## src/rtl/div_mul_pkg.sv

```systemverilog
// div_mul_pkg: shared FSM state type and default operand width for the divider/multiplier pair.
package div_mul_pkg;
  localparam int DEF_WIDTH = 4;
  typedef enum logic {ST_IDLE, ST_BUSY} state_e;
endpackage

```

## src/rtl/mul_secv_cu_rest_if.sv

```systemverilog
// mul_secv_cu_rest_if: start/done handshake bundle carrying Q, B, R in and P, err out.
interface mul_secv_cu_rest_if
  import div_mul_pkg::*;
#(
  parameter int WIDTH = DEF_WIDTH
);
  logic [WIDTH-1:0]   q;
  logic [WIDTH-1:0]   b;
  logic [WIDTH-1:0]   r;
  logic               start;
  logic [2*WIDTH-1:0] p;
  logic               busy;
  logic               done;
  logic               err;
  modport master (output q, b, r, start, input p, busy, done, err);
  modport slave  (input q, b, r, start, output p, busy, done, err);
endinterface

```

## src/rtl/mul_secv_cu_rest_step.sv

```systemverilog
// mul_step: one shift-and-add iteration (conditional add, shift multiplicand left, multiplier right).
module mul_step #(
  parameter int WIDTH = 4
) (
  input  logic [2*WIDTH-1:0] acc_i,
  input  logic [2*WIDTH-1:0] mc_i,
  input  logic [WIDTH-1:0]   mq_i,
  output logic [2*WIDTH-1:0] acc_o,
  output logic [2*WIDTH-1:0] mc_o,
  output logic [WIDTH-1:0]   mq_o
);
  assign acc_o = mq_i[0] ? acc_i + mc_i : acc_i;
  assign mc_o  = mc_i << 1;
  assign mq_o  = mq_i >> 1;
endmodule

```

## src/rtl/mul_secv_cu_rest.sv

```systemverilog
// mul_secv_cu_rest: sequential multiplier-accumulator computing P = Q*B + R, one product bit per clock.
module mul_secv_cu_rest
  import div_mul_pkg::*;
#(
  parameter int WIDTH = DEF_WIDTH
) (
  input logic               clk,
  input logic               rst_n,
  mul_secv_cu_rest_if.slave bus
);
  localparam int CW = (WIDTH > 2) ? $clog2(WIDTH) : 1;
  localparam logic [CW-1:0] LAST = CW'(WIDTH - 1);
  state_e               state_q, state_d;
  logic [2*WIDTH-1:0]   acc_q, acc_d, mc_q, mc_d, acc_nx, mc_nx, p_q, p_d;
  logic [WIDTH-1:0]     mq_q, mq_d, mq_nx;
  logic [CW-1:0]        i_q, i_d;
  logic                 chk_q, chk_d, err_q, err_d, done_q, done_d;

  mul_step #(.WIDTH(WIDTH)) u_step (
    .acc_i(acc_q), .mc_i(mc_q), .mq_i(mq_q),
    .acc_o(acc_nx), .mc_o(mc_nx), .mq_o(mq_nx)
  );

  always_ff @(posedge clk or negedge rst_n) begin
    if (!rst_n) begin
      state_q <= ST_IDLE;
      acc_q   <= '0;
      mc_q    <= '0;
      mq_q    <= '0;
      i_q     <= '0;
      chk_q   <= 1'b0;
      p_q     <= '0;
      err_q   <= 1'b0;
      done_q  <= 1'b0;
    end else begin
      state_q <= state_d;
      acc_q   <= acc_d;
      mc_q    <= mc_d;
      mq_q    <= mq_d;
      i_q     <= i_d;
      chk_q   <= chk_d;
      p_q     <= p_d;
      err_q   <= err_d;
      done_q  <= done_d;
    end
  end

  always_comb begin
    state_d = state_q;
    acc_d   = acc_q;
    mc_d    = mc_q;
    mq_d    = mq_q;
    i_d     = i_q;
    chk_d   = chk_q;
    p_d     = p_q;
    err_d   = err_q;
    done_d  = 1'b0;
    if (state_q == ST_IDLE) begin
      if (bus.start) begin
        acc_d   = {{WIDTH{1'b0}}, bus.r};
        mc_d    = {{WIDTH{1'b0}}, bus.b};
        mq_d    = bus.q;
        i_d     = '0;
        chk_d   = bus.r >= bus.b;
        state_d = ST_BUSY;
      end
    end else begin
      acc_d = acc_nx;
      mc_d  = mc_nx;
      mq_d  = mq_nx;
      i_d   = i_q + CW'(1);
      // the final step's add lands directly in P
      if (i_q == LAST) begin
        p_d     = acc_nx;
        err_d   = chk_q;
        done_d  = 1'b1;
        state_d = ST_IDLE;
      end
    end
  end

  assign bus.p    = p_q;
  assign bus.err  = err_q;
  assign bus.done = done_q;
  assign bus.busy = state_q == ST_BUSY;
endmodule

```

## src/flat_wrapper.sv

```systemverilog
// flat-port wrapper written by rule: the top's interface ports become plain ports
module mul_secv_cu_rest_flat import div_mul_pkg::*;
#(
  parameter int WIDTH = DEF_WIDTH
)
  (clk, rst_n, bus_q, bus_b, bus_r, bus_start, bus_p, bus_busy, bus_done, bus_err);
  mul_secv_cu_rest_if #(.WIDTH(WIDTH)) bus_i ();
  input logic clk;
  input logic rst_n;
  input wire logic [$bits(bus_i.q)-1:0] bus_q;
  input wire logic [$bits(bus_i.b)-1:0] bus_b;
  input wire logic [$bits(bus_i.r)-1:0] bus_r;
  input wire logic [$bits(bus_i.start)-1:0] bus_start;
  output wire logic [$bits(bus_i.p)-1:0] bus_p;
  output wire logic [$bits(bus_i.busy)-1:0] bus_busy;
  output wire logic [$bits(bus_i.done)-1:0] bus_done;
  output wire logic [$bits(bus_i.err)-1:0] bus_err;
  assign bus_i.q = bus_q;
  assign bus_i.b = bus_b;
  assign bus_i.r = bus_r;
  assign bus_i.start = bus_start;
  assign bus_p = bus_i.p;
  assign bus_busy = bus_i.busy;
  assign bus_done = bus_i.done;
  assign bus_err = bus_i.err;
  mul_secv_cu_rest #(.WIDTH(WIDTH)) u_core (.clk(clk), .rst_n(rst_n), .bus(bus_i));
endmodule
```

## config.mk

```make
export PLATFORM = sky130hd
export DESIGN_NAME = mul_secv_cu_rest_flat
export DESIGN_NICKNAME = d
export VERILOG_FILES = /design/src/rtl/div_mul_pkg.sv /design/src/rtl/mul_secv_cu_rest_if.sv /design/src/rtl/mul_secv_cu_rest_step.sv /design/src/rtl/mul_secv_cu_rest.sv /design/src/flat_wrapper.sv
export SDC_FILE = /design/constraint.sdc
export NUM_CORES = 1
export LEC_CHECK = 0
export ABC_CLOCK_PERIOD_IN_PS = 5720
export CAP_MARGIN = 5
export CORE_ASPECT_RATIO = 0.75
export CORE_MARGIN = 2
export CORE_UTILIZATION = 45
export DETAILED_ROUTE_END_ITERATION = 8
export DONT_BUFFER_PORTS = 1
export SLEW_MARGIN = 20
export SYNTH_ARGS = -nofsm -noshare
export SYNTH_HDL_FRONTEND = slang
export SYNTH_HIERARCHICAL = 1
export SYNTH_SLANG_ARGS = --single-unit
```

## constraint.sdc

```tcl
create_clock -name clk -period 5.72 [get_ports clk]
set_input_delay 0.572 -clock clk [delete_from_list [all_inputs] [get_ports clk]]
set_output_delay 0.572 -clock clk [all_outputs]
set_load 0.05 [all_outputs]
```

After elaboration in Yosys (flattened, before gate mapping) --
Cells that the tools add are included.
Storage, ports and cells: latch bits 0, bits in writable memories 0, logic and storage cells 31, memories kept 0, bits in registers 34, memory bits (read-only) 0
Cells by class: shifts and indexed selects 0, add/subtract/negate cells 2, equality and inequality tests 1, $mul 0, bitwise logic cells 1, mux-type cells 14, $lt $le $gt $ge 1, divide/modulo/power cells 0, reductions and logical operators 3
Operator list (count):
- two-way mux 8 bit | 5
- adder 8 bit | 1
- two-way mux 4 bit | 2
- two-way mux 1 bit | 5
- >= comparator 4 bit | 1
- two-way mux 2 bit | 2
- AND reduction 2 bit | 2
- adder 2 x 1 -> 2 bit (second input constant) | 1
- == test 2 bit (second input constant) | 1
- nonzero test 2 bit | 1
- inverter 1 bit | 1

Logic depth before layout (Yosys ltp) --
word-level depth 3, mapped depth 9

Cells and area by module --
Netlist, hierarchy kept.
Modules (own cells, without submodules):
- mul_secv_cu_rest | cells each 116, sequential area each 850.8 µm², area an instance 1530.2 µm², instances 1
- mul_step | cells each 70, sequential area each 0.0 µm², area an instance 543.0 µm², instances 1

Worst setup path before layout --
Ideal clock, no wire load.
path type register -> register, from reg u_core.acc_q[0], to reg u_core.p_q[6] (netlist: u_core/bus.p[6]), library setup time 125 ps, path slack 3720 ps, data arrival time 1874 ps, cell stages (with the launch flop) 10, cells stage by stage dfrtp_1 -> ha_1 -> inv_1 -> fa_1 -> nor2b_1 -> o31a_1 -> o21ai_1 -> mux2i_1 -> o221ai_1 -> mux2_4
On the way: word-level cells in the longest chain between the ends 2
RTL lines:
- from (decl) | RTL line mul_secv_cu_rest.sv:14 | logic [2*WIDTH-1:0] acc_q, acc_d, mc_q, mc_d, acc_nx, mc_nx, p_q, p_d;
- from (signal assigned) | RTL line mul_secv_cu_rest.sv:27 | acc_q <= '0;
- from (signal assigned) | RTL line mul_secv_cu_rest.sv:37 | acc_q <= acc_d;
- adder 8 bit | RTL line mul_secv_cu_rest_step.sv:12 | assign acc_o = mq_i[0] ? acc_i + mc_i : acc_i;
- two-way mux 8 bit | RTL line mul_secv_cu_rest_step.sv:12
- named net u_core.acc_nx[6] | RTL line mul_secv_cu_rest.sv:14
- to (signal assigned) | RTL line mul_secv_cu_rest.sv:42 | p_q <= p_d;
- to (decl) | RTL line mul_secv_cu_rest.sv:14
The timed path passes the listed nets, and every way through them passes these cells. A chain may end at the register's enable or synchronous reset.

Worst setup path in the final report --
Ends and elaborated chain as after synthesis.

==> impl_results.md <==
* Status: complete, no violations
* Period utilization at 38.98%
* Clk_skew at 0.004431 ns
* Sequential fraction of design power at 44.3%
* Post-Route WL at 4038 um
* Main area contributors after synthesis: dfrtp_1 (41%), mux2i_1 (7.7%), ha_1 (7.2%)
* Initial Util at a little under half
* Pwr Density at 648.9 nW/um2
* Later-pin clock latency in the skew report at 0.28 ns
* Share of power burned in combinational logic at a little over two fifths
* WHS at 0.1072 ns
* CP startpoint kind: flip-flop
* Max Cap Viol at 0
* Worst-Margin Slew at around 1 ns
* CTS max path bufs at 2
* Drt initial violations at 50
* Seq/Total Area, Yosys at just over 40%
* Setup TNS at 0 ns
* Design Power at 0.001359 W
* Post-Place Setup Slack at 3.531 ns
* GRT Util Overall at 17.87%
* Initial antenna violation count at 0
* Sw Pwr at 0.0006189 W
* Die span in y at 62.78 um
* P_leak at 1.018 nW
* Crit path max fanout at 3
* Port-buffer cells at 0
* Avg WL per Cell at 17.26 um
* Num ports at 26
* Clock Tree Root: clkbuf_8
* Post-route ant nets at 0
* Share of cells above drive strength 1 at 17.51%
* Area leader, netlist: dfrtp_1
* Slew HR at between 30 and 40%
* CP Data Arrival Time at 2.40 ns
* Die X at 82.38 um
* Largest net degree at the start of global routing at 40
* Pre-antenna DRT Iters at 4
* Critical path class: flip-flop to flip-flop
* Max Clk Rate at 0.4486 GHz
* Synth top area share at 41.04%
* Critical path's largest stage delay at 0.40 ns
* Grt total ovfl at 0
* Syn avg cell area at 11.15 um2
* Final Hold Fails at 0
* Area growth syn-to-layout at 1.026%
* Post-synth ARST share at between 90% and 100%
* Final Net Count at ~200
* Via Count at 1316
* Cts bufs inserted at 5
* # H-tree levels at 2
* Sequence of cells on the critical path: ha_1, inv_1, fa_1, nor2b_1, o31a_1, o21ai_1, mux2i_1, o221ai_1, mux2_4
* Number of library cell types mapped by synthesis at 45
* CTS tree: yes
* DP HPWL at about 2800 um
* RePlAce Congestion at between 0.8 and 0.9
* Final setup viols at 0
* IR drop worst, VDD at about 0.00028 V
* Core footprint at 4441 um2
* Clk pwr share at 13.7%
* # rows at 21
* Crit end category: flip-flop
* Filler cells at 423
* Yosys warns at 6
* DRC Markers at 0
* Most common cell in the netlist: dfrtp_1
* Cells after Synth at 186
* Most instantiated cells after synthesis: dfrtp_1 (34), mux2i_1 (16), nand2_1 (16), buf_4 (13), ha_1 (12)
* Sw Share at a little under half
* # resized after CTS at 0
* Synth Register Bits at 34
* WP data required at 5.89 ns
* Slack of the critical path at 3.491 ns
* Prevailing post-synth register cell: dfrtp_1
* Fin crit period at between 2 and 2.5 ns
* Clk slew on worst S/H paths at about 0.070 ns
* Mapped cell area at 2073 um2
* Ant. Diodes at 0
* Hold crit path type: input port to async pin
* Cts hold-fix bufs at 1
* Die area at 5172 um2
* Vias per cell at between 5 and 6
* Post-CTS setup buffer count at 0
* Vias in the first global route at 1389
* RSZ-0062 raised after global routing: no
* EDFF count, synth at 0
* Final slew viol count at 0
* First-pass GRT wire length at 6900 um
* Slowest-stage cell, CP: dfrtp_1
* CTS sink cnt at 34
* Internal power at 0.0007402 W
[cell usage in the layout (no fill, tap or decap), types with 2 or more instances in the layout]
cell and count:
o21ai_1 11, inv_1 11, a31oi_1 2, conb_1 2, nor2b_1 2, mux2_2 8, a211oi_1 2, o21ai_0 2
o21ai_2 2, nor3_1 3, xnor2_1 2, clkbuf_8 6, nor2_1 4, dfrtp_1 33, a21o_1 3, mux2i_1 16
a21oi_1 3, mux2_4 4, nand2_1 16, ha_1 12, a22o_1 9
[registers in the layout, indices dropped and copies added, names as in the netlist]
register         count
u_core/acc_q         8
u_core/bus.busy      1
u_core/bus.done      1
u_core/bus.err       1
u_core/bus.p         8
u_core/chk_q         1
u_core/i_q           2
u_core/mc_q          8
u_core/mq_q          4
[stage by stage]
| step | area, um2 | utilization, % | std cells |
|---|---|---|---|
| after floorplan | 2077 | - | 187 |
| after global placement | 1979 | 44.58 | 225 |
| after detailed placement | 1979 | 44.58 | 225 |
| after CTS | 2095 | 47.17 | 234 |
| after global routing | 2095 | 47.17 | 234 |
| final | 2095 | 47.17 | 234 |
[critical path: cells and delay by family (launching register included)]
| family | cells | cell delay (ns) |
|---|---|---|
| AO/OA/AOI/OAI | 3 | 0.59 |
| multiplexers | 2 | 0.51 |
| adder cells (fa/ha/maj) | 2 | 0.47 |
| flip-flops | 1 | 0.40 |
| buffers and inverters | 1 | 0.08 |
| AND/OR/NAND/NOR | 1 | 0.07 |
[cell families after synthesis]
group | synth area share, %
flip-flops | 41.04
XOR/XNOR | 1.268
buffers and inverters | 10.38
AND/OR/NAND/NOR | 7.544
other | 0.1809
multiplexers | 14.97
adder cells (fa/ha/maj) | 8.207
AO/OA/AOI/OAI | 16.42
[final timing paths]
| check | startpoint | end | slack, ns | cells past startpoint |
|---|---|---|---|---|
| max in group asynchronous | rst_n | u_core/bus.busy | 5.41 | 1 |
| max reg2reg | u_core/acc_q[0] | u_core/bus.p[6] | 3.49 | 9 |
| min reg2reg | u_core/mq_q[1] | u_core/mq_q[0] | 0.50 | 2 |
| min | rst_n | u_core/chk_q | 0.11 | 1 |
| min in group clk | bus_start | u_core/bus.busy | 0.44 | 2 |
| max | u_core/acc_q[0] | u_core/bus.p[6] | 3.49 | 9 |
[routing by layer]
| layer | GRT usage, % | routed length [um] |
|---|---|---|
| met1 | 25.46 | 1971 |
| met3 | 5.058 | 180 |
| met5 | 0 | 0 |
| met2 | 25.81 | 1842 |
| met4 | 6.250 | 44 |
[power groups by stage]
stage	Clock [W]	Sequential [W]	Combinational [W]
finish	0.000186	0.000602	0.000572
global route	0.000205	0.000621	0.000644
CTS	0.000192	0.000603	0.000569
detailed placement	0	0.000608	0.000553
global placement	0	0.000603	0.000532
floorplan	0	0.000537	0.000573
[cell type report]
cell class                      instances  area (um2)  area share (%)
Inverter                               12       45.04           2.151
Multi-Input combinational cell        122        1011           48.27
Tap cell                               57       71.32           3.405
Timing Repair Buffer                    1       20.02          0.9558
Clock buffer                            6       82.58           3.943
Sequential cell                        34       852.1           40.68
Clock inverter                          2       12.51          0.5974
No activity file was read; power rests on OpenSTA's default activity.
